File: src/rtl/pkt_axi_rd_stream_pkg.sv
// rtl/pkt_axi_rd_stream_pkg.sv - shared types, constants and helpers for the AXI read-to-stream block
package pkt_axi_rd_stream_pkg;

    typedef logic [15:0] udp_length_t;
    typedef logic [7:0]  axi_alen_t;
    typedef logic [3:0]  axi_id_t;

    localparam logic [1:0] AXI_BURST_FIXED = 2'b00;
    localparam logic [2:0] AXI_SIZE_4B     = 3'd2;
    localparam logic [1:0] AXI_RESP_OKAY   = 2'b00;

    typedef enum logic [1:0] {
        PKT_RD_IDLE = 2'd0,
        PKT_RD_ADDR = 2'd1,
        PKT_RD_DATA = 2'd2,
        PKT_RD_DONE = 2'd3
    } pkt_rd_st_t;

    typedef struct packed {
        axi_id_t     awid;
        logic [31:0] awaddr;
        axi_alen_t   awlen;
        logic [2:0]  awsize;
        logic [1:0]  awburst;
        logic        awvalid;
        logic [31:0] wdata;
        logic [3:0]  wstrb;
        logic        wlast;
        logic        wvalid;
        logic        bready;
        axi_id_t     arid;
        logic [31:0] araddr;
        axi_alen_t   arlen;
        logic [2:0]  arsize;
        logic [1:0]  arburst;
        logic        arvalid;
        logic        rready;
    } s_axi_mosi_t;

    typedef struct packed {
        logic        awready;
        logic        wready;
        axi_id_t     bid;
        logic [1:0]  bresp;
        logic        bvalid;
        logic        arready;
        axi_id_t     rid;
        logic [31:0] rdata;
        logic [1:0]  rresp;
        logic        rlast;
        logic        rvalid;
    } s_axi_miso_t;

    typedef struct packed {
        logic       tvalid;
        logic [7:0] tdata;
        logic       tlast;
    } s_axis_mosi_t;

    typedef struct packed {
        logic tready;
    } s_axis_miso_t;

    // ceil(len/4) computed one bit wider so the maximum length cannot wrap
    function automatic udp_length_t len_to_words(input udp_length_t len);
        logic [16:0] w_sum;
        w_sum = {1'b0, len} + 17'd3;
        return udp_length_t'(w_sum[16:2]);
    endfunction

endpackage

File: src/rtl/pkt_axi_rd_stream_if.sv
// rtl/pkt_axi_rd_stream_if.sv - AXI read and AXI-Stream bundle between the block and its peers
interface pkt_axi_rd_stream_if;
    import pkt_axi_rd_stream_pkg::*;

    s_axi_mosi_t  axi_mosi;
    s_axi_miso_t  axi_miso;
    s_axis_mosi_t axis_mosi;
    s_axis_miso_t axis_miso;

    modport master (
        output axi_mosi,
        output axis_mosi,
        input  axi_miso,
        input  axis_miso
    );

    modport slave (
        input  axi_mosi,
        input  axis_mosi,
        output axi_miso,
        output axis_miso
    );
endinterface

File: src/rtl/pkt_axi_rd_stream_word2byte.sv
// rtl/pkt_axi_rd_stream_word2byte.sv - 32-bit hold register serialised little-endian into bytes
module pkt_word2byte
    import pkt_axi_rd_stream_pkg::*;
(
    input  logic        clk,
    input  logic        rst,
    input  logic        i_clear,
    input  logic        i_load,
    input  logic [31:0] i_data,
    input  udp_length_t i_len,
    input  logic        i_tready,
    output logic        o_tvalid,
    output logic [7:0]  o_tdata,
    output logic        o_tlast,
    output logic        o_hold_vld
);
    logic [31:0] r_hold;
    logic        r_hold_vld;
    logic [1:0]  r_lane;
    udp_length_t r_byte_cnt;
    logic        w_byte_hs;

    assign o_tvalid   = r_hold_vld;
    assign o_hold_vld = r_hold_vld;
    assign o_tdata    = r_hold_vld ? r_hold[{r_lane, 3'b000} +: 8] : 8'h00;
    assign o_tlast    = r_hold_vld && (r_byte_cnt == i_len - 16'd1);
    assign w_byte_hs  = r_hold_vld && i_tready;

    // Load a word, then step through lanes; the tlast byte ends the word early
    always_ff @(posedge clk) begin
        if (!rst) begin
            r_hold     <= '0;
            r_hold_vld <= 1'b0;
            r_lane     <= '0;
            r_byte_cnt <= '0;
        end else begin
            if (i_clear) begin
                r_byte_cnt <= '0;
            end else if (w_byte_hs) begin
                r_byte_cnt <= r_byte_cnt + 16'd1;
            end
            if (i_load) begin
                r_hold     <= i_data;
                r_hold_vld <= 1'b1;
                r_lane     <= '0;
            end else if (w_byte_hs) begin
                r_lane <= r_lane + 2'd1;
                if (r_lane == 2'd3 || o_tlast) begin
                    r_hold_vld <= 1'b0;
                end
            end
        end
    end
endmodule

File: src/rtl/pkt_axi_rd_stream.sv
// rtl/pkt_axi_rd_stream.sv - AXI4 read initiator draining one packet into an 8-bit stream
module pkt_axi_rd_stream
    import pkt_axi_rd_stream_pkg::*;
#(
    parameter logic [31:0] BASE_ADDR = 32'h0,
    parameter axi_id_t     AXI_ID    = 4'h0,
    parameter int          MAX_BURST = 16
) (
    input  logic                       clk,
    input  logic                       rst,
    pkt_axi_rd_stream_if.master        bus,
    input  logic                       cmd_start_i,
    input  udp_length_t                cmd_len_i,
    output logic                       done_o,
    output logic                       busy_o,
    output logic                       err_o
);
    localparam udp_length_t MAX_BEATS = udp_length_t'(MAX_BURST);

    pkt_rd_st_t  r_state;
    pkt_rd_st_t  w_state_nxt;
    udp_length_t r_len;
    udp_length_t r_words_left;
    logic [8:0]  r_beats_left;
    logic        r_err;

    udp_length_t w_burst_beats;
    axi_alen_t   w_arlen;
    logic [8:0]  w_beats_full;
    logic        w_arvalid;
    logic        w_ar_hs;
    logic        w_rready;
    logic        w_r_hs;
    logic        w_accept;
    logic        w_tvalid;
    logic [7:0]  w_tdata;
    logic        w_tlast;
    logic        w_hold_vld;
    logic        w_last_hs;
    logic        w_unused;

    assign w_burst_beats = (r_words_left > MAX_BEATS) ? MAX_BEATS : r_words_left;
    assign w_arlen       = axi_alen_t'(w_burst_beats - 16'd1);
    assign w_beats_full  = {1'b0, w_arlen} + 9'd1;
    assign w_arvalid     = (r_state == PKT_RD_ADDR);
    assign w_ar_hs       = w_arvalid && bus.axi_miso.arready;
    // rready only looks at registered state, so tready never reaches it combinationally
    assign w_rready      = (r_state == PKT_RD_DATA) && !w_hold_vld && (r_beats_left != 9'd0);
    assign w_r_hs        = w_rready && bus.axi_miso.rvalid;
    assign w_accept      = (r_state == PKT_RD_IDLE) && cmd_start_i;
    assign w_last_hs     = (r_state == PKT_RD_DATA) && w_tvalid && w_tlast && bus.axis_miso.tready;

    assign busy_o = (r_state != PKT_RD_IDLE);
    assign err_o  = r_err;

    assign w_unused = ^{bus.axi_miso.awready, bus.axi_miso.wready, bus.axi_miso.bid,
                        bus.axi_miso.bresp, bus.axi_miso.bvalid, bus.axi_miso.rid,
                        bus.axi_miso.rlast};

    pkt_word2byte u_word2byte (
        .clk        (clk),
        .rst        (rst),
        .i_clear    (w_accept),
        .i_load     (w_r_hs),
        .i_data     (bus.axi_miso.rdata),
        .i_len      (r_len),
        .i_tready   (bus.axis_miso.tready),
        .o_tvalid   (w_tvalid),
        .o_tdata    (w_tdata),
        .o_tlast    (w_tlast),
        .o_hold_vld (w_hold_vld)
    );

    // AR fields are zero unless a request is being presented
    always_comb begin
        bus.axi_mosi         = '0;
        bus.axi_mosi.arvalid = w_arvalid;
        bus.axi_mosi.rready  = w_rready;
        if (w_arvalid) begin
            bus.axi_mosi.arid    = AXI_ID;
            bus.axi_mosi.araddr  = BASE_ADDR;
            bus.axi_mosi.arlen   = w_arlen;
            bus.axi_mosi.arsize  = AXI_SIZE_4B;
            bus.axi_mosi.arburst = AXI_BURST_FIXED;
        end
    end

    // Stream output straight from the serializer
    always_comb begin
        bus.axis_mosi        = '0;
        bus.axis_mosi.tvalid = w_tvalid;
        bus.axis_mosi.tdata  = w_tdata;
        bus.axis_mosi.tlast  = w_tlast;
    end

    // FSM state register
    always_ff @(posedge clk) begin
        if (!rst) begin
            r_state <= PKT_RD_IDLE;
        end else begin
            r_state <= w_state_nxt;
        end
    end

    // Next-state and done pulse
    always_comb begin
        w_state_nxt = r_state;
        done_o      = 1'b0;
        case (r_state)
            PKT_RD_IDLE: begin
                if (cmd_start_i) begin
                    if (cmd_len_i == '0) begin
                        done_o      = 1'b1;
                        w_state_nxt = PKT_RD_DONE;
                    end else begin
                        w_state_nxt = PKT_RD_ADDR;
                    end
                end
            end
            PKT_RD_ADDR: begin
                if (w_ar_hs) begin
                    w_state_nxt = PKT_RD_DATA;
                end
            end
            PKT_RD_DATA: begin
                if (w_last_hs) begin
                    done_o      = 1'b1;
                    w_state_nxt = PKT_RD_DONE;
                end else if (r_beats_left == 9'd0 && r_words_left != '0) begin
                    w_state_nxt = PKT_RD_ADDR;
                end
            end
            PKT_RD_DONE: begin
                if (!cmd_start_i) begin
                    w_state_nxt = PKT_RD_IDLE;
                end
            end
            default: w_state_nxt = PKT_RD_IDLE;
        endcase
    end

    // Command latch, word/beat accounting and sticky response error
    always_ff @(posedge clk) begin
        if (!rst) begin
            r_len        <= '0;
            r_words_left <= '0;
            r_beats_left <= '0;
            r_err        <= 1'b0;
        end else begin
            if (w_accept) begin
                r_err <= 1'b0;
                if (cmd_len_i != '0) begin
                    r_len        <= cmd_len_i;
                    r_words_left <= len_to_words(cmd_len_i);
                end
            end
            if (w_ar_hs) begin
                r_beats_left <= w_beats_full;
                r_words_left <= r_words_left - w_burst_beats;
            end else if (w_r_hs) begin
                r_beats_left <= r_beats_left - 9'd1;
            end
            if (w_r_hs && bus.axi_miso.rresp != AXI_RESP_OKAY) begin
                r_err <= 1'b1;
            end
        end
    end
endmodule

File: src/flat_wrapper.sv
// flat-port wrapper written by rule: the top's interface ports become plain ports
module pkt_axi_rd_stream_flat import pkt_axi_rd_stream_pkg::*;
#(
    parameter logic [31:0] BASE_ADDR = 32'h0,
    parameter axi_id_t     AXI_ID    = 4'h0,
    parameter int          MAX_BURST = 16
)
  (clk, rst, cmd_start_i, cmd_len_i, done_o, busy_o, err_o, bus_axi_mosi, bus_axis_mosi, bus_axi_miso, bus_axis_miso);
  pkt_axi_rd_stream_if bus_i ();
  input  logic clk;
  input  logic rst;
  input  logic cmd_start_i;
  input  udp_length_t cmd_len_i;
  output logic done_o;
  output logic busy_o;
  output logic err_o;
  output wire logic [$bits(bus_i.axi_mosi)-1:0] bus_axi_mosi;
  output wire logic [$bits(bus_i.axis_mosi)-1:0] bus_axis_mosi;
  input wire logic [$bits(bus_i.axi_miso)-1:0] bus_axi_miso;
  input wire logic [$bits(bus_i.axis_miso)-1:0] bus_axis_miso;
  assign bus_axi_mosi = bus_i.axi_mosi;
  assign bus_axis_mosi = bus_i.axis_mosi;
  assign bus_i.axi_miso = bus_axi_miso;
  assign bus_i.axis_miso = bus_axis_miso;
  pkt_axi_rd_stream #(.BASE_ADDR(BASE_ADDR), .AXI_ID(AXI_ID), .MAX_BURST(MAX_BURST)) u_core (.clk(clk), .rst(rst), .bus(bus_i), .cmd_start_i(cmd_start_i), .cmd_len_i(cmd_len_i), .done_o(done_o), .busy_o(busy_o), .err_o(err_o));
endmodule
File: config.mk
export PLATFORM = sky130hd
export DESIGN_NAME = pkt_axi_rd_stream_flat
export DESIGN_NICKNAME = d
export VERILOG_FILES = /design/src/rtl/pkt_axi_rd_stream_pkg.sv /design/src/rtl/pkt_axi_rd_stream_if.sv /design/src/rtl/pkt_axi_rd_stream_word2byte.sv /design/src/rtl/pkt_axi_rd_stream.sv /design/src/flat_wrapper.sv
export SDC_FILE = /design/constraint.sdc
export NUM_CORES = 1
export LEC_CHECK = 0
export BUFFER_PORTS_ARGS = -buffer_cell sky130_fd_sc_hd__clkbuf_2
export CAP_MARGIN = 25
export CORE_ASPECT_RATIO = 1.1
export CORE_MARGIN = 3
export CORE_UTILIZATION = 29
export CTS_CLUSTER_DIAMETER = 50
export CTS_CLUSTER_SIZE = 30
export DETAILED_ROUTE_END_ITERATION = 8
export GPL_TIMING_DRIVEN = 0
export SLEW_MARGIN = 20
export SYNTH_ARGS = -nofsm -noshare
export SYNTH_HDL_FRONTEND = slang
export SYNTH_SLANG_ARGS = --single-unit
File: constraint.sdc
create_clock -name clk -period 6.3 [get_ports clk]
set_input_delay 0.315 -clock clk [delete_from_list [all_inputs] [get_ports clk]]
set_output_delay 0.315 -clock clk [all_outputs]
set_load 0.05 [all_outputs]
Word-level counts from Yosys, hierarchy flattened
Index checks and enable logic that the tools add are counted.
- output and inout bits: 153
- word-level logic and storage cells: 87
- register bits: 95
- add/subtract/negate cells: 8
- reductions and logical operators: 34
- bitwise gates (word level): 1
- shift-type cells: 1
- magnitude comparators: 1
- equality and inequality tests: 9
- multiplexer cells: 24
- operator list (operator ; count):
    $mux W16 ; 4
    $reduce_bool A16 Y1 ; 2
    $shiftx A32 B6 Y8 ; 1
    $mux W9 ; 2
    $add A16 B2 Y17 const B ; 1
    $add A16 B1 Y16 const B ; 1
    $eq A16 B16 Y1 ; 1
    $gt A16 B5 Y1 const B ; 1
    $logic_not A16 Y1 ; 1
    $reduce_bool A2 Y1 ; 8
    $sub A16 B1 Y16 const B ; 1
    $sub A16 B16 Y16 ; 1
    $mux W13 ; 1
    $logic_and A1 B1 Y1 ; 12
    $mux W2 ; 6
    $add A8 B1 Y9 const B ; 1
    $logic_not A9 Y1 ; 1
    $reduce_bool A9 Y1 ; 1
    $sub A9 B1 Y9 const B ; 1
    $mux W1 ; 8
    $mux W8 ; 1
    $pmux W2 S4 ; 1
    $sub A8 B1 Y8 const B ; 1
    $eq A2 B2 Y1 const B ; 3
    other kinds (12) ; 17

Depth between registers and ports, before layout
- depth after elaboration: 7
- gate-level depth with buffers: 12

Hierarchy
Synthesis repeated with hierarchy kept, for this count alone.
- cells, all modules: 790
- area total of the unflattened synthesis: 6490.0 sq um
- by module, submodules not included (module ; cells an instance ; area each (sq um) ; times used):
    pkt_axi_rd_stream ; 489 ; 3676.0 ; 1
    pkt_word2byte ; 301 ; 2813.9 ; 1

Least setup slack after synthesis
OpenSTA, ideal clock, no wires.
- kind: reg-to-output
- start point: register u_core.r_words_left[11]
- end point: output port bus_axi_mosi[11]
- stages on the path, launching flop included: 9
- path slack: 3084 ps
- path buffers: 0
- data arrival time: 2901 ps
- required time: 5985 ps
- cell sequence: dfxtp_1 -> or4_4 -> nor4b_4 -> a21boi_0 -> nand2_1 -> ha_1 -> nand2_1 -> nand2_1 -> a21oi_1
- word-level cells in the longest chain between the ends: 4
- RTL lines (element ; RTL line ; source):
    from (decl) ; pkt_axi_rd_stream.sv:23 ; udp_length_t r_words_left;
    from (signal assigned) ; pkt_axi_rd_stream.sv:154 ; r_words_left <= len_to_words(cmd_len_i);
    from (signal assigned) ; pkt_axi_rd_stream.sv:159 ; r_words_left <= r_words_left - w_burst_beats;
    $gt A16 B5 Y1 ; pkt_axi_rd_stream.sv:42 ; assign w_burst_beats = (r_words_left > MAX_BEATS) ? MAX_BEATS : r_words_left;
    $mux W16 ; pkt_axi_rd_stream.sv:42 ;
    $sub A8 B1 Y8 ; pkt_axi_rd_stream.sv:43 ; assign w_arlen = axi_alen_t'(w_burst_beats - 16'd1);
    $mux W13 ; pkt_axi_rd_stream.sv:79 ; if (w_arvalid) begin
    to (decl) ; flat_wrapper.sv:17 ; output wire logic [$bits(bus_i.axi_mosi)-1:0] bus_axi_mosi;
Every way passes these cells.

Final worst setup path
- start point: register u_core.r_len[0]
- end point: output port done_o
- word-level cells in the longest chain between the ends: 7
- RTL lines (element ; RTL line ; source):
    from (decl) ; pkt_axi_rd_stream.sv:22 ; udp_length_t r_len;
    from (signal assigned) ; pkt_axi_rd_stream.sv:153 ; r_len <= cmd_len_i;
    $sub A16 B1 Y16 ; pkt_axi_rd_stream_word2byte.sv:26 ; assign o_tlast = r_hold_vld && (r_byte_cnt == i_len - 16'd1);
    $eq A16 B16 Y1 ; pkt_axi_rd_stream_word2byte.sv:26 ;
    $logic_and A1 B1 Y1 ; pkt_axi_rd_stream_word2byte.sv:26 ;
    $logic_and A1 B1 Y1 (2 in series) ; pkt_axi_rd_stream.sv:51 ; assign w_last_hs = (r_state == PKT_RD_DATA) && w_tvalid && w_tlast && bus.axis_miso.tready;
    $mux W1 ; pkt_axi_rd_stream.sv:126 ; if (w_last_hs) begin
    $pmux W1 S2 ; pkt_axi_rd_stream.sv:109 ; case (r_state)
    to (decl) ; flat_wrapper.sv:14 ; output logic done_o;
Every way passes these cells.

==> results.toml <==
[outcome]
status = "finished clean"

[die]
dieArea_sq_um = 23270
die_x_microns = 145.7
ioPinCount = 223
start_util_pct = 29.87
die_h_microns = 159.7
core_sq_um = 20850
num_rows = 55

[critical_path]
cp_top_family = "simple AND/OR/NAND/NOR gates"
path_class = "register to primary output"
max_stage_delay_ns = 0.49
slowest_stage = "or4b_4"
critical_path.endpoint_type = "primary output"
crit_buf_inv = 3
crit_path_cell_trace = "inv_1, ha_1, or4b_4, buf_6, or4_1, xnor2_1, nor3_1, nand4_1, o21ai_0, clkbuf_2"
startpoint_type = "register"
cp.arrival_ns = 3.44
cp.required_ns = 5.98
critPathMaxFanout = 7

[sta]
tightest_slew_ns = 0.7347
relSlewSlack_pct = 49.75
hold_viol_final = 0
final.period_utilization_pct = 59.59
holdWs_ns = 0.1726
finClkSkew_ns = 0.005819
rsz0062_at_grt = "no"
final-setup-viol-count = 0
min_period_ns = 3.754
fin_setup_tns_ns = 0
drv_slew = 0
fmax_mhz = 266.4

[power]
p_seq_share_pct = 34.9
combPwrFrac_pct = 30.8
power.leakage_uw = 0.003466
ir_worst_vdd_mv = 0.1587
internal_power_uw = 1195
p_sw_uw = 667.8
swShare_pct = 35.86
clock_power_share_pct = 34.3
powerDensity_nw_per_um2 = 238.6

[job]
maxCapViolations = 0

[drt]
antenna_left = 0
vias_per_cell = 4.182
totalWireLength_microns = 16020
drt_iter0_markers = 271
drt_pre_antenna_iters = 4
avgRoutedWirePerCell_microns = 12.23
via_count = 5479
drc = 0

[global_route]
grt_pass1_wl_microns = 25940
grt_pass1_vias = 5118
grt_overflow = 0
antenna_found_initial = 0
grt_max_degree = 17
track_usage_pct = 13.57

[clocking]
cts.sinks = 95
root_buffer = "clkbuf_16"
hold_buffers = 0
clkTransAtPathRegs_ns = 0.07
insertion_delay_ns = 0.35
cts_buffers = 9
cts_tree = "yes"
postCtsSetupRepairBufs = 0
ctsResizeCount = 0
cts.htree.levels = 3
clock_path_buffers = 2

[logic_synthesis]
ys_seq_elements = 95
synthArstFlopShare_pct = 0
synth-edff-count = 0
synth_area_sq_um = 6228
syn_avg_cell_area_sq_um = 7.766
synth_ff_type = "dfxtp_1"
syn-instance-count = 802
ys_warn_count = 0
ys_seq_area_share_pct = 30.53
ys_types = 59

[cells_and_area]
nets = 1096
multi_input_area_sq_um = 3595
drive_above_1_share_pct = 24.68
regArea_sq_um = 1902
syn2layout_area_growth_pct = 25.33
stdcell_count = 1310
diodes = 0
fill_cells = 2238

[min_path]
hp-class = "input port to register"

[placed_design]
hpwlAfterDp_microns = 12600
place_inst = 1294
gp_congestion = 0.8253
place.port_buffers = 79
final timing paths:
check                           cells past startpoint  slack [ns]                            end                           from
worst max-delay path                               10        2.55                         done_o                u_core.r_len[0]
worst min register to register                      2        0.45  u_core.u_word2byte.r_hold[21]  u_core.u_word2byte.r_hold[21]
worst min-delay path                                3        0.17  u_core.u_word2byte.r_hold[12]               bus_axi_miso[16]
worst max register to register                     11        3.01        u_core.r_words_left[14]         u_core.r_words_left[4]
metal layers:
layer	GRT usage, %	vias to the layer above	share of wire [%]
met4	3.497	0	1.1
met1	18.20	2383	46
li1	-	2904	-
met2	21.32	178	45
met3	4.086	14	8.7
met5	0	-	0
cells in the final DEF (no fill, tap or decap), types with 18 or more instances in the layout:
cell type,n
a21oi_1,66
buf_4,134
clkbuf_1,34
clkbuf_2,79
conb_1,130
dfxtp_1,95
nand2_1,146
nor2_1,60
nor3_1,18
xnor2_1,31
xor2_1,25
kinds of logic (layout without fill, tap and decap cells):
family                   Yosys count  count (layout)  synth area share [%]
multiplexers                      11              11                 3.375
AO/OA/AOI/OAI                    130             130                 12.98
other                              2             130                0.1206
XOR/XNOR                          56              56                 7.875
AND/OR/NAND/NOR                  318             318                 24.45
buffers and inverters            184             279                 19.47
adder cells (fa/ha/maj)            6               6                 1.205
flip-flops                        95              95                 30.53
power by group through the flow:
stage / clock network (uW) / registers (uW) / logic, uW
final: 639 / 650 / 574
after global routing: 677 / 654 / 617
after CTS: 656 / 649 / 569
after detailed placement: 0 / 663 / 566
after global placement: 0 / 663 / 565
after floorplan: 0 / 657 / 478
cells in the mapped netlist (3+ instances only):
cell / n / area (sq um)
a21o_1: 3 / 22.52
or3_1: 3 / 18.77
or4_1: 6 / 45.04
xor2_1: 25 / 219.0
a31oi_1: 7 / 43.79
xnor2_1: 31 / 271.5
o31ai_1: 3 / 22.52
a21oi_1: 66 / 330.3
o22ai_1: 5 / 31.28
nand2b_1: 4 / 25.02
and3_1: 8 / 50.05
nor4_1: 15 / 93.84
or2_2: 3 / 18.77
a211oi_1: 4 / 30.03
o21a_1: 4 / 30.03
inv_1: 10 / 37.54
nor3_1: 18 / 90.09
and2_1: 13 / 81.33
nand3_1: 13 / 65.06
nor2_1: 60 / 225.2
mux2i_1: 3 / 30.03
buf_4: 134 / 1006
dfxtp_1: 95 / 1902
o211ai_1: 3 / 22.52
nor2b_1: 3 / 18.77
o21ai_0: 15 / 75.07
nand4_1: 10 / 62.56
ha_1: 6 / 75.07
buf_2: 3 / 15.01
nand2_1: 146 / 548.0
nand3b_1: 4 / 30.03
clkbuf_1: 34 / 127.6
mux4_2: 8 / 180.2
worst register-to-register path, delay by kind of cell, from the launching register on:
family | cells | cell delay [ns]
fa+ha+maj | 1 | 0.31
flops | 1 | 0.33
simple gates | 7 | 1.49
compound gates | 1 | 0.57
mux | 1 | 0.19
buf+inv | 1 | 0.34
per-stage QoR:
stage	utilization [%]	setup WS, ns	total power (uW)	cell area, sq um
CTS	37.44	2.572	1874	7806
global placement	35.78	2.955	1228	7461
detailed placement	35.78	2.968	1230	7461
floorplan	-	3.084	1135	6709
global route	37.44	2.433	1948	7806
finish	37.44	2.546	1862	7806
layout make-up:
cell class | instances | share of cell area, %
sequential | 95 | 24.36
inverter | 10 | 0.4808
timing repair buffer | 79 | 5.065
clock inverter | 7 | 1.539
multi-input combinational | 651 | 46.05
buffer | 174 | 15.05
clock buffer | 9 | 2.885
tap | 285 | 4.568
registers in the layout, indices dropped and copies added (netlist names):
register and flops:
u_core.err_o 1, u_core.r_beats_left 9, u_core.r_len 16, u_core.r_state 2, u_core.r_words_left 16, u_core.u_word2byte.o_hold_vld 1, u_core.u_word2byte.r_byte_cnt 16, u_core.u_word2byte.r_hold 32
u_core.u_word2byte.r_lane 2
Note: power is estimated with default switching activity, not from simulation.
